===== src/rtl/prbs_uart_pkg.sv =====
// Shared constants, transmitter state encoding and digit formatting for the PRBS UART streamer.
package prbs_uart_pkg;

  localparam logic [7:0] ASCII_0  = 8'h30;
  localparam logic [7:0] ASCII_A  = 8'h41;
  localparam logic [7:0] ASCII_NL = 8'h0A;

  typedef enum logic [1:0] {
    IDLE,
    START,
    DATA,
    STOP
  } tx_state_t;

  // Upper-case hex digit for a 4-bit value.
  function automatic logic [7:0] nib_to_ascii(input logic [3:0] nib);
    if (nib < 4'd10) return ASCII_0 + {4'h0, nib};
    return ASCII_A + {4'h0, nib} - 8'd10;
  endfunction

endpackage


===== src/rtl/prbs_uart_streamer_uart_tx_byte.sv =====
// 8N1 byte serialiser. A new byte may be accepted on the final cycle of a stop
// bit, so consecutive characters leave no idle gap on the line.
module uart_tx_byte
  import prbs_uart_pkg::*;
#(
  parameter int unsigned DIV = 4
) (
  input  logic       clk,
  input  logic       rst_n,
  input  logic [7:0] data,
  input  logic       valid,
  output logic       ready,
  output logic       tx
);

  localparam int unsigned    CW       = (DIV > 1) ? $clog2(DIV) : 1;
  localparam logic [CW-1:0]  CNT_LAST = CW'(DIV - 1);

  tx_state_t     state, state_n;
  logic [CW-1:0] cnt, cnt_n;
  logic [2:0]    bit_idx, bit_idx_n;
  logic [7:0]    shreg, shreg_n;
  logic          tx_n;
  logic          bit_end;

  assign bit_end = (cnt == CNT_LAST);
  assign ready   = (state == IDLE) || ((state == STOP) && bit_end);

  // State, baud counter, shift register and registered line output.
  always_ff @(posedge clk or negedge rst_n) begin
    if (!rst_n) begin
      state   <= IDLE;
      cnt     <= '0;
      bit_idx <= '0;
      shreg   <= '0;
      tx      <= 1'b1;
    end else begin
      state   <= state_n;
      cnt     <= cnt_n;
      bit_idx <= bit_idx_n;
      shreg   <= shreg_n;
      tx      <= tx_n;
    end
  end

  // Bit sequencing: start, eight data bits LSB first, stop; each DIV cycles.
  always_comb begin
    state_n   = state;
    cnt_n     = bit_end ? '0 : cnt + 1'b1;
    bit_idx_n = bit_idx;
    shreg_n   = shreg;
    tx_n      = tx;
    case (state)
      IDLE: begin
        cnt_n = '0;
        tx_n  = 1'b1;
        if (valid) begin
          state_n = START;
          tx_n    = 1'b0;
          shreg_n = data;
        end
      end
      START: begin
        if (bit_end) begin
          state_n   = DATA;
          bit_idx_n = '0;
          tx_n      = shreg[0];
          shreg_n   = {1'b0, shreg[7:1]};
        end
      end
      DATA: begin
        if (bit_end) begin
          if (bit_idx == 3'd7) begin
            state_n = STOP;
            tx_n    = 1'b1;
          end else begin
            bit_idx_n = bit_idx + 1'b1;
            tx_n      = shreg[0];
            shreg_n   = {1'b0, shreg[7:1]};
          end
        end
      end
      STOP: begin
        if (bit_end) begin
          if (valid) begin
            state_n = START;
            tx_n    = 1'b0;
            shreg_n = data;
          end else begin
            state_n = IDLE;
          end
        end
      end
      default: begin
        state_n = IDLE;
        tx_n    = 1'b1;
      end
    endcase
  end

endmodule


===== src/rtl/prbs_uart_streamer.sv =====
// Streams LFSR words as ASCII lines (binary or hex digits plus newline) over a UART.
module prbs_uart_streamer
  import prbs_uart_pkg::*;
#(
  parameter int unsigned       CLK_HZ = 48000000,
  parameter int unsigned       BAUD   = 9600,
  parameter int unsigned       DATA_W = 32,
  parameter logic [DATA_W-1:0] TAPS   = 32'h80200003,
  parameter logic [DATA_W-1:0] SEED   = 32'h0000102B
) (
  input  logic              clk,
  input  logic              rst_n,
  input  logic              enable,
  input  logic              hex_mode,
  input  logic              seed_load,
  input  logic [DATA_W-1:0] seed,
  output logic              tx,
  output logic              busy,
  output logic              word_done
);

  localparam int unsigned DIV     = CLK_HZ / BAUD;
  localparam int unsigned NIBBLES = DATA_W / 4;
  localparam int unsigned IW      = $clog2(DATA_W + 2);
  localparam int unsigned BW      = $clog2(DATA_W);

  logic [DATA_W-1:0] lfsr, lfsr_next, word, sel_word;
  logic              mode, sel_mode;
  logic [IW-1:0]     char_idx, sel_idx, last_idx, sel_last;
  logic              running, nl_sent, in_frame;
  logic              ready, valid, accept, line_end, cont;
  logic [7:0]        char_byte;
  logic [BW-1:0]     bit_sel, nib_base;

  assign lfsr_next = {lfsr[DATA_W-2:0], ^(lfsr & TAPS)};
  assign last_idx  = mode ? IW'(NIBBLES) : IW'(DATA_W);
  assign line_end  = running && nl_sent && ready;
  assign cont      = line_end && enable;
  assign valid     = running && (!nl_sent || cont);
  assign accept    = valid && ready;
  assign word_done = line_end;
  assign busy      = in_frame;

  // On the final newline stop cycle the next line's first character is offered
  // from the advanced LFSR and live hex_mode, giving seamless back-to-back lines.
  always_comb begin
    sel_word  = line_end ? lfsr_next : word;
    sel_mode  = line_end ? hex_mode : mode;
    sel_idx   = line_end ? '0 : char_idx;
    sel_last  = sel_mode ? IW'(NIBBLES) : IW'(DATA_W);
    bit_sel   = BW'(DATA_W - 1 - int'(sel_idx));
    nib_base  = BW'(4 * (NIBBLES - 1 - int'(sel_idx)));
    if (sel_idx == sel_last)
      char_byte = ASCII_NL;
    else if (sel_mode)
      char_byte = nib_to_ascii(sel_word[nib_base +: 4]);
    else
      char_byte = ASCII_0 + {7'b0, sel_word[bit_sel]};
  end

  // LFSR, word/mode latch and character sequencer.
  always_ff @(posedge clk or negedge rst_n) begin
    if (!rst_n) begin
      lfsr     <= SEED;
      word     <= '0;
      mode     <= 1'b0;
      char_idx <= '0;
      running  <= 1'b0;
      nl_sent  <= 1'b0;
    end else if (!running) begin
      if (seed_load) begin
        lfsr <= (seed == '0) ? DATA_W'(1) : seed;
      end else if (enable) begin
        running  <= 1'b1;
        word     <= lfsr;
        mode     <= hex_mode;
        char_idx <= '0;
        nl_sent  <= 1'b0;
      end
    end else if (line_end) begin
      lfsr    <= lfsr_next;
      nl_sent <= 1'b0;
      if (enable) begin
        word     <= lfsr_next;
        mode     <= hex_mode;
        char_idx <= IW'(1);
      end else begin
        running  <= 1'b0;
        char_idx <= '0;
      end
    end else if (accept) begin
      if (char_idx == last_idx)
        nl_sent <= 1'b1;
      else
        char_idx <= char_idx + 1'b1;
    end
  end

  // Busy tracks the serialiser being inside a frame.
  always_ff @(posedge clk or negedge rst_n) begin
    if (!rst_n)
      in_frame <= 1'b0;
    else if (accept)
      in_frame <= 1'b1;
    else if (ready)
      in_frame <= 1'b0;
  end

  uart_tx_byte #(
    .DIV(DIV)
  ) u_tx (
    .clk  (clk),
    .rst_n(rst_n),
    .data (char_byte),
    .valid(valid),
    .ready(ready),
    .tx   (tx)
  );

endmodule

===== config.mk =====
export PLATFORM = sky130hd
export DESIGN_NAME = prbs_uart_streamer
export DESIGN_NICKNAME = d
export VERILOG_FILES = /design/src/rtl/prbs_uart_pkg.sv /design/src/rtl/prbs_uart_streamer_uart_tx_byte.sv /design/src/rtl/prbs_uart_streamer.sv
export SDC_FILE = /design/constraint.sdc
export NUM_CORES = 1
export LEC_CHECK = 0
export CAP_MARGIN = 0
export CORE_MARGIN = 3
export CORE_UTILIZATION = 45
export DETAILED_ROUTE_END_ITERATION = 8
export PLACE_DENSITY = 0.7
export SLEW_MARGIN = 30
export SYNTH_ARGS = -nofsm -noshare
export SYNTH_HDL_FRONTEND = slang
export SYNTH_HIERARCHICAL = 1
export SYNTH_SLANG_ARGS = --single-unit
export TNS_END_PERCENT = 5

===== constraint.sdc =====
create_clock -name clk -period 4.4 [get_ports clk]
set_input_delay 0.66 -clock clk [delete_from_list [all_inputs] [get_ports clk]]
set_output_delay 0.66 -clock clk [all_outputs]
set_load 0.05 [all_outputs]

==> impl_metrics.tcl <==
set metrics [dict create \
    synth_commonest_cells "dfrtp_1 (95), mux2i_1 (75), nor2_1 (60)" \
    path_delay_family "buffers and inverters" \
    max_freq_ghz 0.254 \
    place_congestion 0.911 \
    io_pins 40 \
    slowest_delay_ps 900 \
    synth-edff-count 0 \
    rsz0062_at_grt "false" \
    drc 0 \
    start_util_pct 46.6 \
    n_antenna_cell 0 \
    internal-power_uw 1730 \
    pwr-share-clk_pct 30.1 \
    critical_path.max_fanout 15 \
    netlist_area_um2 5950 \
    die_h_um 121 \
    path_class "reg2out" \
    core_um2 12800 \
    hold_viol_final 0 \
    clk_latency_ps 350 \
    dieWidth_um 121 \
    synth_area_leaders "dfrtp_1 (40%), mux2i_1 (13%), o21ai_0 (4.0%)" \
    drt_iter0_markers 322 \
    antenna_left 0 \
    ir_drop_mv 0.194 \
    ys_warn_count 6 \
    port_buffers 39 \
    num_vias 4558 \
    whs_ps 340 \
    cts_max_level 3 \
    clk_pin_slew_worst_paths_ps 70 \
    synth_top_cell_area_share_pct 39.9 \
    crit_chain "ha_1 > and4bb_2 > and3_2 > a21o_1 > and2_4 > nand2_8 > inv_2 > clkdlybuf4s50_1" \
    synth.largest_area_cell "dfrtp_1" \
    ys_seq_area_share_pct 42.6 \
    switching_share_pct 30.6 \
    multi_input_area_um2 3190 \
    worstPathRequired_ps 3740 \
    worstPathArrival_ps 3280 \
    regArea_um2 2540 \
    async_flop_share_pct 100 \
    cts_tree "yes" \
    slew_headroom_pct 37.6 \
    critPathSlowestCell "clkdlybuf4s50_1" \
    synth_ff_type "dfrtp_1" \
    dr.pass1.iters 5 \
    area_growth_pct 12.8 \
    p_leak_uw 0.00316 \
    antenna_found_initial 0 \
    grt_pass1_wl_mm 22.5 \
    comb_power_share_pct 19.9 \
    grt.overflow.total 0 \
    skew_ps 11.0 \
    grtUsageTotal_pct 19.0 \
    fin_crit_ps 3940 \
    grt_max_degree 77 \
    wl_per_cell_um 16.9 \
    hold_buffers 0 \
    dp_hpwl_mm 9.35 \
    synthesis.instances 589 \
    final_layout_size_suffix_gt1_share_pct 11.9 \
    cts.path.max_buffers 2 \
    cp_num_buf_inv 2 \
    rows 41 \
    cp-end-kind "output port" \
    grt_pass1_vias 4600 \
    nNetsFinal 657 \
    final_max_slew_viol_count 0 \
    syn-mean-instance-area_um2 10.1 \
    cts_resized 0 \
    vias_per_cell 5.81 \
    synth_cell_types 67 \
    routed_wl_mm 13.3 \
    syn-num-nets 637 \
    outcome "finished, final reports clean" \
    worst_slew_pin_slew_ps 936 \
    cts_sinks 101 \
    switchingPower_uw 764 \
    die_area_um2 14600 \
    ys_seq_elements 101 \
    synth.most_common_cell "dfrtp_1" \
    root_buffer "clkbuf_16" \
    sequentialPowerShare_pct 50.0 \
    worst_hold_path_type "in2async" \
    period_share_pct 89.5 \
    fill_cells 1135 \
    cts-buffers-inserted 9 \
    cap_violations 0 \
    postCtsSetupRepairBufs 0 \
    pwr_density_cell_nw_per_um2 372 \
    setup_viol 0 \
    crit_path_start_kind "register" \
    fin_setup_tns_ps 0 \
]
-- power groups by stage --
stage          combinational (uW)  clock [uW]  sequential, uW
3_5_place_dp                  496           0            1260
3_3_place_gp                  478           0            1260
6_report                      497         753            1250
2_1_floorplan                 396           0            1180
5_1_grt                       563         808            1270
4_1_cts                       502         768            1250
-- final timing paths --
| check | end | slack (ps) | cells after the start | from |
|---|---|---|---|---|
| max | word_done | 460 | 8 | u_tx/cnt[0] |
| min | u_tx/cnt[9] | 340 | 1 | rst_n |
| max reg2reg | u_tx/shreg[2] | 540 | 16 | u_tx/cnt[0] |
| min reg2reg | word[21] | 510 | 2 | word[21] |
| max in group asynchronous | lfsr[5] | 3200 | 2 | rst_n |
| min in group clk | word[21] | 510 | 2 | word[21] |
-- worst register-to-register path, cell delays in order (launching register included) --
cell and delay [ps]:
dfrtp_1 420, ha_1 270, and4bb_2 290, and3_2 240, a21o_1 230, and2_4 210
nand2_8 80, inv_2 290, o211ai_1 160, a21oi_1 220, a2bb2oi_2 210, ha_1 220
inv_1 60, or4b_1 510, a21oi_1 130, mux2_2 150, mux2_2 130
-- through the flow --
step	total power [uW]	worst slack [ps]	instances	util (%)	cell area, um2
floorplan	1570	939	589	-	5950
finish	2500	463	785	52.6	6710
global placement	1730	793	770	50.4	6430
detailed placement	1760	640	770	50.4	6430
global route	2640	328	785	52.6	6710
CTS	2520	469	785	52.5	6710
-- layout make-up --
cell class	instances	share of cell area, %
sequential	101	37.8
multi-input combinational	437	47.6
clock inverter	4	0.503
inverter	16	0.895
tap	172	3.21
clock buffer	11	3.62
timing repair buffer	44	6.39
-- state kept, by name, summed over array words and instances (netlist names) --
signal and cells:
running 1, busy 1, nl_sent 1, char_idx 6, u_tx/state 2, u_tx/shreg 8
lfsr 32, u_tx/cnt 13, mode 1, word 32, u_tx/tx 1, u_tx/bit_idx 3
-- metal layers --
metal	GRT usage, %	part of all wire [%]	vias to the layer above
met5	0	0	-
met4	5.95	2.0	0
met3	3.96	4.9	22
met2	31.5	48	147
met1	25.2	45	2214
li1	-	-	2175
-- cell families (layout without fill, tap and decap cells) --
logic type                 count (synthesis)  in the layout  share of synthesized area, %
and+or+nand+nor                          175            175                          14.6
other                                      1              1                        0.0630
buffers and inverters                     51             75                          3.97
DFF                                      101            101                          42.6
AOI/OAI and AO/OA                        126            126                          12.8
adders and majority gates                 11             11                          2.31
muxes                                    107            107                          21.1
xor gates and xnor gates                  17             17                          2.50
-- placed cells by master (no fill, tap or decap), drive strengths merged, types with 3 or more instances in the layout --
cell / n
mux2: 20
clkinv: 4
o22ai: 6
clkbuf: 11
o21ai: 51
or3: 5
o31ai: 3
ha: 11
a21oi: 42
inv: 16
dfstp: 6
nand3: 14
nand2: 47
nand4: 7
nand2b: 8
o21a: 4
nor4: 12
mux2i: 76
nor3: 4
buf: 6
nor2: 60
dfrtp: 95
mux4: 11
xnor2: 12
clkdlybuf4s50: 38
xor2: 5
(Power assumes the default switching activity.)
